<file path="src/rtl/fp32_add_result_stage_pkg.sv">
// Shared FP32 definitions: constants, flag bit positions, buffer entry type
// and small classification helpers used by the add/mul/fma result stages.
package fp32_add_result_stage_pkg;

  localparam int unsigned FP32_W  = 32;
  localparam int unsigned FLAGS_W = 3;

  localparam logic [FP32_W-1:0] FP32_QNAN    = 32'h7FC0_0000;
  localparam logic [7:0]        FP32_EXP_MAX = 8'hFF;

  // Flag vector layout is {NV, OF, ZR}
  localparam int unsigned FLAG_NV = 2;
  localparam int unsigned FLAG_OF = 1;
  localparam int unsigned FLAG_ZR = 0;

  typedef struct packed {
    logic [FP32_W-1:0]  result;
    logic [FLAGS_W-1:0] flags;
  } fpEntry_t;

  function automatic logic isNan(input logic [FP32_W-1:0] v);
    return (v[30:23] == FP32_EXP_MAX) && (v[22:0] != 23'b0);
  endfunction

  function automatic logic isSnan(input logic [FP32_W-1:0] v);
    return isNan(v) && !v[22];
  endfunction

  function automatic logic isInf(input logic [FP32_W-1:0] v);
    return (v[30:23] == FP32_EXP_MAX) && (v[22:0] == 23'b0);
  endfunction

endpackage

</file>
<file path="src/rtl/fp32_add_result_stage_if.sv">
// Handshake bus of the FP32 add result stage: upstream adder result in,
// final IEEE result out. slave = the stage, master = its environment.
interface fp32_add_result_stage_if;
  import fp32_add_result_stage_pkg::*;

  logic               in_valid;
  logic               in_ready;
  logic [FP32_W-1:0]  in_x;
  logic [FP32_W-1:0]  in_y;
  logic [FP32_W-1:0]  in_r;
  logic               in_exp_ovf;
  logic               in_exp_unf;
  logic               out_valid;
  logic               out_ready;
  logic [FP32_W-1:0]  out_r;
  logic [FLAGS_W-1:0] out_flags;

  modport slave (
    input  in_valid, in_x, in_y, in_r, in_exp_ovf, in_exp_unf, out_ready,
    output in_ready, out_valid, out_r, out_flags
  );

  modport master (
    output in_valid, in_x, in_y, in_r, in_exp_ovf, in_exp_unf, out_ready,
    input  in_ready, out_valid, out_r, out_flags
  );
endinterface

</file>
<file path="src/rtl/fp32_add_result_stage_special_case.sv">
// fp32_special_case: combinational IEEE special-value resolution for an FP32
// result stage. NaN beats Inf beats exponent overflow beats underflow.
module fp32_special_case
  import fp32_add_result_stage_pkg::*;
(
  input  logic [FP32_W-1:0] x,
  input  logic [FP32_W-1:0] y,
  input  logic [FP32_W-1:0] r,
  input  logic              expOvf,
  input  logic              expUnf,
  output fpEntry_t          entry_c
);

  // First matching case selects result and flags
  always_comb begin
    entry_c = '0;
    if (isNan(x) || isNan(y)) begin
      entry_c.result          = FP32_QNAN;
      entry_c.flags[FLAG_NV]  = isSnan(x) || isSnan(y);
    end else if (isInf(x) && isInf(y) && (x[31] != y[31])) begin
      entry_c.result          = FP32_QNAN;
      entry_c.flags[FLAG_NV]  = 1'b1;
    end else if (isInf(x)) begin
      entry_c.result          = x;
    end else if (isInf(y)) begin
      entry_c.result          = y;
    end else if (expOvf) begin
      entry_c.result          = {r[31], FP32_EXP_MAX, 23'b0};
      entry_c.flags[FLAG_OF]  = 1'b1;
    end else if (expUnf) begin
      entry_c.flags[FLAG_ZR]  = 1'b1;
    end else begin
      entry_c.result          = r;
      entry_c.flags[FLAG_ZR]  = (r[30:0] == 31'b0);
    end
  end

endmodule

</file>
<file path="src/rtl/fp32_add_result_stage.sv">
// FP32 add result stage: resolves special cases and buffers results in a
// FIFO_DEPTH-entry output FIFO. in_ready depends only on registered count.
// Optional sticky flag accumulator (fflags/flags_clr) under FP_ADD_FLAGS_EN.
module fp32_add_result_stage
  import fp32_add_result_stage_pkg::*;
#(
  parameter int unsigned FIFO_DEPTH = 2
) (
  input  logic                      clk,
  input  logic                      rst_n,
  fp32_add_result_stage_if.slave    bus
`ifdef FP_ADD_FLAGS_EN
  ,
  input  logic                      flags_clr,
  output logic [FLAGS_W-1:0]        fflags
`endif
);

  localparam int unsigned PtrW = (FIFO_DEPTH > 1) ? $clog2(FIFO_DEPTH) : 1;
  localparam int unsigned CntW = $clog2(FIFO_DEPTH + 1);

  fpEntry_t            mem [FIFO_DEPTH];
  logic [PtrW-1:0]     wrPtr;
  logic [PtrW-1:0]     rdPtr;
  logic [CntW-1:0]     count;
  fpEntry_t            newEntry_c;
  fpEntry_t            head_c;
  logic                push_c;
  logic                pop_c;

  fp32_special_case uSpecial (
    .x       (bus.in_x),
    .y       (bus.in_y),
    .r       (bus.in_r),
    .expOvf  (bus.in_exp_ovf),
    .expUnf  (bus.in_exp_unf),
    .entry_c (newEntry_c)
  );

  assign bus.in_ready  = (count < CntW'(FIFO_DEPTH));
  assign bus.out_valid = (count != '0);
  assign push_c        = bus.in_valid && bus.in_ready;
  assign pop_c         = bus.out_valid && bus.out_ready;

  // Head is forced to zero when empty so stale storage never shows
  assign head_c        = bus.out_valid ? mem[rdPtr] : '0;
  assign bus.out_r     = head_c.result;
  assign bus.out_flags = head_c.flags;

  // Entry storage; validity is tracked by count, so no reset needed
  always_ff @(posedge clk) begin
    if (push_c) mem[wrPtr] <= newEntry_c;
  end

  // Pointer and occupancy bookkeeping
  always_ff @(posedge clk or negedge rst_n) begin
    if (!rst_n) begin
      wrPtr <= '0;
      rdPtr <= '0;
      count <= '0;
    end else begin
      if (push_c) wrPtr <= wrPtr + PtrW'(1);
      if (pop_c)  rdPtr <= rdPtr + PtrW'(1);
      case ({push_c, pop_c})
        2'b10:   count <= count + CntW'(1);
        2'b01:   count <= count - CntW'(1);
        default: count <= count;
      endcase
    end
  end

`ifdef FP_ADD_FLAGS_EN
  // Sticky OR of popped flags; clear wins over a same-cycle pop
  always_ff @(posedge clk or negedge rst_n) begin
    if (!rst_n)          fflags <= '0;
    else if (flags_clr)  fflags <= '0;
    else if (pop_c)      fflags <= fflags | head_c.flags;
  end
`endif

endmodule

</file>
<file path="src/flat_wrapper.sv">
// flat-port wrapper written by rule: the top's interface ports become plain ports
module fp32_add_result_stage_flat import fp32_add_result_stage_pkg::*;
#(
  parameter int unsigned FIFO_DEPTH = 2
)
  (clk, rst_n, bus_in_valid, bus_in_x, bus_in_y, bus_in_r, bus_in_exp_ovf, bus_in_exp_unf, bus_out_ready, bus_in_ready, bus_out_valid, bus_out_r, bus_out_flags);
  fp32_add_result_stage_if bus_i ();
  input  logic clk;
  input  logic rst_n;
  input wire logic [$bits(bus_i.in_valid)-1:0] bus_in_valid;
  input wire logic [$bits(bus_i.in_x)-1:0] bus_in_x;
  input wire logic [$bits(bus_i.in_y)-1:0] bus_in_y;
  input wire logic [$bits(bus_i.in_r)-1:0] bus_in_r;
  input wire logic [$bits(bus_i.in_exp_ovf)-1:0] bus_in_exp_ovf;
  input wire logic [$bits(bus_i.in_exp_unf)-1:0] bus_in_exp_unf;
  input wire logic [$bits(bus_i.out_ready)-1:0] bus_out_ready;
  output wire logic [$bits(bus_i.in_ready)-1:0] bus_in_ready;
  output wire logic [$bits(bus_i.out_valid)-1:0] bus_out_valid;
  output wire logic [$bits(bus_i.out_r)-1:0] bus_out_r;
  output wire logic [$bits(bus_i.out_flags)-1:0] bus_out_flags;
  assign bus_i.in_valid = bus_in_valid;
  assign bus_i.in_x = bus_in_x;
  assign bus_i.in_y = bus_in_y;
  assign bus_i.in_r = bus_in_r;
  assign bus_i.in_exp_ovf = bus_in_exp_ovf;
  assign bus_i.in_exp_unf = bus_in_exp_unf;
  assign bus_i.out_ready = bus_out_ready;
  assign bus_in_ready = bus_i.in_ready;
  assign bus_out_valid = bus_i.out_valid;
  assign bus_out_r = bus_i.out_r;
  assign bus_out_flags = bus_i.out_flags;
  fp32_add_result_stage #(.FIFO_DEPTH(FIFO_DEPTH)) u_core (.clk(clk), .rst_n(rst_n), .bus(bus_i));
endmodule
</file>
<file path="config.mk">
export PLATFORM = sky130hd
export DESIGN_NAME = fp32_add_result_stage_flat
export DESIGN_NICKNAME = d
export VERILOG_FILES = /design/src/rtl/fp32_add_result_stage_pkg.sv /design/src/rtl/fp32_add_result_stage_if.sv /design/src/rtl/fp32_add_result_stage_special_case.sv /design/src/rtl/fp32_add_result_stage.sv /design/src/flat_wrapper.sv
export SDC_FILE = /design/constraint.sdc
export NUM_CORES = 1
export LEC_CHECK = 0
export CORE_AREA = 3 3 94 96
export DETAILED_ROUTE_END_ITERATION = 10
export DIE_AREA = 0 0 97 99
export DONT_BUFFER_PORTS = 1
export SETUP_SLACK_MARGIN = 0.4
export SLEW_MARGIN = 20
export SYNTH_ARGS = -nofsm -noshare
export SYNTH_HDL_FRONTEND = slang
export SYNTH_SLANG_ARGS = --single-unit
export TNS_END_PERCENT = 1
</file>
<file path="constraint.sdc">
create_clock -name clk -period 3.9 [get_ports clk]
set_clock_uncertainty 0.05 [all_clocks]
set_input_delay 0.39 -clock clk [delete_from_list [all_inputs] [get_ports clk]]
set_output_delay 0.39 -clock clk [all_outputs]
set_load 0.01 [all_outputs]
</file>
==> metrics <==
instance area after placement 3468 um^2; level count of the clock H-tree 3; CTS buffer count 9; unrepaired setup endpoints after global routing no; # port buffers 0; Least-Margin Pin Slew 1.078 ns; Net Switching 841.4 uW; count of warnings emitted by yosys 0; I/O pin count 139; setup slack of the most critical reg-to-reg path 1.92 ns; Max Buffers Root-to-Sink 2; most used flip-flop cell after synthesis sky130_fd_sc_hd__edfxtp_1; ordered list of cells on the worst path mux2i_1, nor2_1; number of buffers inserted by hold repair at cts 1; mapped cell area 3359 um^2; total core area 8134 um^2; first-pass GRT wire length 11.17 mm; count of final max-slew check failures 0; maximum number of pins on one net before global-route repair 37; Max Fclk 424.4 MHz; Synth top cells by count 70 x sky130_fd_sc_hd__edfxtp_1, 42 x sky130_fd_sc_hd__nor2_1, 35 x sky130_fd_sc_hd__mux2i_1, 25 x sky130_fd_sc_hd__and2_1, 18 x sky130_fd_sc_hd__nor4_1; Combinational Power Share 27.8%; overall via count from detail_route 2075; CTS clock-pin slew for the worst setup and hold paths 0.08 ns; final WL 7.341 mm; slowest cell on the critical path sky130_fd_sc_hd__dfrtp_2; sequential cell area fraction in the yosys report 65.55%; final standard cell area without fillers 3660 um^2; final weighted congestion of routability-driven global placement 0.8753; Lkg Pwr 1.290 nW; master cell of the clock root buffer sky130_fd_sc_hd__clkbuf_8; class of the tightest hold or removal check in -> reg; distinct cell type count of the synthesized netlist 25; count of state elements after synthesis 74; Avg Vias per Cell 5.533; fraction of final layout cells sized beyond drive strength 1 9.259%; global-route usage over all layers 15.47%; final global-route overflow total 0; internal cell power 1.508 mW; Setup crit start kind flip-flop; Util after Layout 44.99%; Power per Cell Area 642.1 nW/um^2; max-capacitance violation count 0; IR Drop Worst-Case VDD 332.6 uV; Routed WL per cell 19.58 um; critical path's largest stage delay 1.09 ns; CP endpoint kind output port; remaining antenna violation count after routing 0; Resized cells post-CTS 0; Data arrival, critical path 1.92 ns; number of global-route vias before repair 2160; sinks on the clock net 74; HPWL after detailed placement 5.238 mm; worst slew margin relative to its limit 28.14%; post-synthesis instance total 261; Syn Nets 364; number of setup violations in the final report 0; Period Utilization, post-route 60.41%; starting DRC count in detailed routing 47; run status complete, no violations; effective utilization at floorplan 41.30%; startpoint-to-endpoint class of the critical path reg -> out; Reg power frac 50.5%; cell taking the most area after synthesis sky130_fd_sc_hd__edfxtp_1; synthesized area divided by synthesized cell count 12.87 um^2; number of hold-slack violations in the final timing report 0; top-count cell post-synth sky130_fd_sc_hd__edfxtp_1; share of Yosys cell area claimed by the top area cell type 62.57%; NumNets Final 368; signed area change from the synthesized netlist to the final layout 8.939%; fraction of power consumed by the clock network 21.7%; DRT Pass-1 Iters 4; width of the die 97 um; TritonCTS clock tree built; post-layout minimum cycle time 2.356 ns; number of remaining DRC errors 0; clock latency on the worst-skew pair 0.33 ns; net switching share of the total power 35.81%; buffers inserted during post-CTS setup optimization 0; Die H 99 um; endpoint required time on the critical path 3.46 ns; number of rows created at floorplan 33; die area 9603 um^2; ys async rst share 5.405%; antenna violations before repair 0; critical path fanouts, max 36; Post-synth EDFFs 70; # diodes 0; Sum Neg Setup Slack 0 ns; most area-consuming cells after synthesis sky130_fd_sc_hd__edfxtp_1 63%, sky130_fd_sc_hd__mux2i_1 10%, sky130_fd_sc_hd__nor2_1 4.7%, sky130_fd_sc_hd__and2_1 4.7%, sky130_fd_sc_hd__nor4_1 3.4%
-- flip-flops by register name, summed over array words and instances, names as in the netlist --
name	cells
u_core.mem	70
u_core.wrPtr	1
u_core.count	2
u_core.rdPtr	1
-- through the flow --
step,cells,hold slack (ns),setup slack [ns],total power [mW]
4_1_cts,374,0.2025,1.461,2.386
2_1_floorplan,261,0.04441,1.307,1.722
3_3_place_gp,357,0.04450,1.847,1.867
6_report,375,0.2232,1.544,2.350
5_1_grt,375,0.2004,1.388,2.492
3_5_place_dp,357,0.04451,1.836,1.878
-- cells by family after synthesis --
| kind of cell | Yosys count | share of synthesized area, % |
|---|---|---|
| xor+xnor | 6 | 1.564 |
| buf+inv | 21 | 2.495 |
| compound gates | 14 | 2.607 |
| mux | 35 | 10.43 |
| flops | 74 | 65.55 |
| fa+ha+maj | 1 | 0.3724 |
| simple gates | 110 | 16.98 |
-- worst max-delay path, delay by kind of cell (launching register included) --
kind             cells  cell delay [ns]
AND/OR/NAND/NOR      1             0.24
flip-flops           1             1.09
multiplexers         1             0.25
-- layer usage --
| layer | share of wire, % | vias up | track usage (%) |
|---|---|---|---|
| li1 | - | 969 | - |
| met1 | 36 | 986 | 15.77 |
| met2 | 54 | 114 | 28.50 |
| met3 | 9.3 | 6 | 5.449 |
| met4 | 1.1 | 0 | 6.803 |
| met5 | 0 | - | 0 |
-- path summary, 6_finish.rpt --
path | endpoint | depth (start not counted) | startpoint
hold / removal | u_core.mem[0][7]$_DFFE_PP_ | 1 | bus_in_r[4]
max in group asynchronous | u_core.rdPtr$_DFFE_PN0P_ | 1 | rst_n
min in group asynchronous | u_core.wrPtr$_DFFE_PN0P_ | 1 | rst_n
setup / recovery | bus_out_flags[2] | 2 | u_core.rdPtr$_DFFE_PN0P_
hold reg to reg | u_core.count[0]$_DFFE_PN0P_ | 1 | u_core.count[0]$_DFFE_PN0P_
setup reg to reg | u_core.mem[0][25]$_DFFE_PP_ | 3 | u_core.count[1]$_DFFE_PN0P_
-- power by group through the flow --
| stage | clock network (mW) | registers (mW) | logic (mW) |
|---|---|---|---|
| after floorplan | 0 | 1.10 | 0.623 |
| after global placement | 0 | 1.21 | 0.662 |
| after detailed placement | 0 | 1.21 | 0.667 |
| after CTS | 0.522 | 1.19 | 0.670 |
| after global routing | 0.561 | 1.21 | 0.721 |
| final | 0.510 | 1.19 | 0.653 |
-- final cells by class --
type | instances | area (um^2)
Sequential cell | 74 | 2203
Inverter | 11 | 41.29
Clock inverter | 7 | 46.29
Tap cell | 105 | 131.4
Timing Repair Buffer | 3 | 28.78
Fill cell | 729 | 4474
Multi-Input combinational cell | 166 | 1085
Clock buffer | 9 | 123.9
-- cell usage in the layout (no fill, tap or decap), drive strengths merged, types with 2 or more instances in the layout --
| cell type | synthesis | routed |
|---|---|---|
| mux2i | 35 | 35 |
| nor2 | 43 | 43 |
| clkbuf | 6 | 9 |
| nand2 | 9 | 9 |
| o21ai | 10 | 10 |
| edfxtp | 70 | 70 |
| xnor2 | 4 | 4 |
| nor3 | 3 | 3 |
| clkinvlp | 0 | 2 |
| buf | 4 | 2 |
| xor2 | 2 | 2 |
| inv | 11 | 11 |
| nand4 | 8 | 8 |
| and2 | 25 | 25 |
| dfrtp | 4 | 4 |
| clkinv | 0 | 5 |
| nor4 | 19 | 19 |
(Power assumes the default switching activity.)
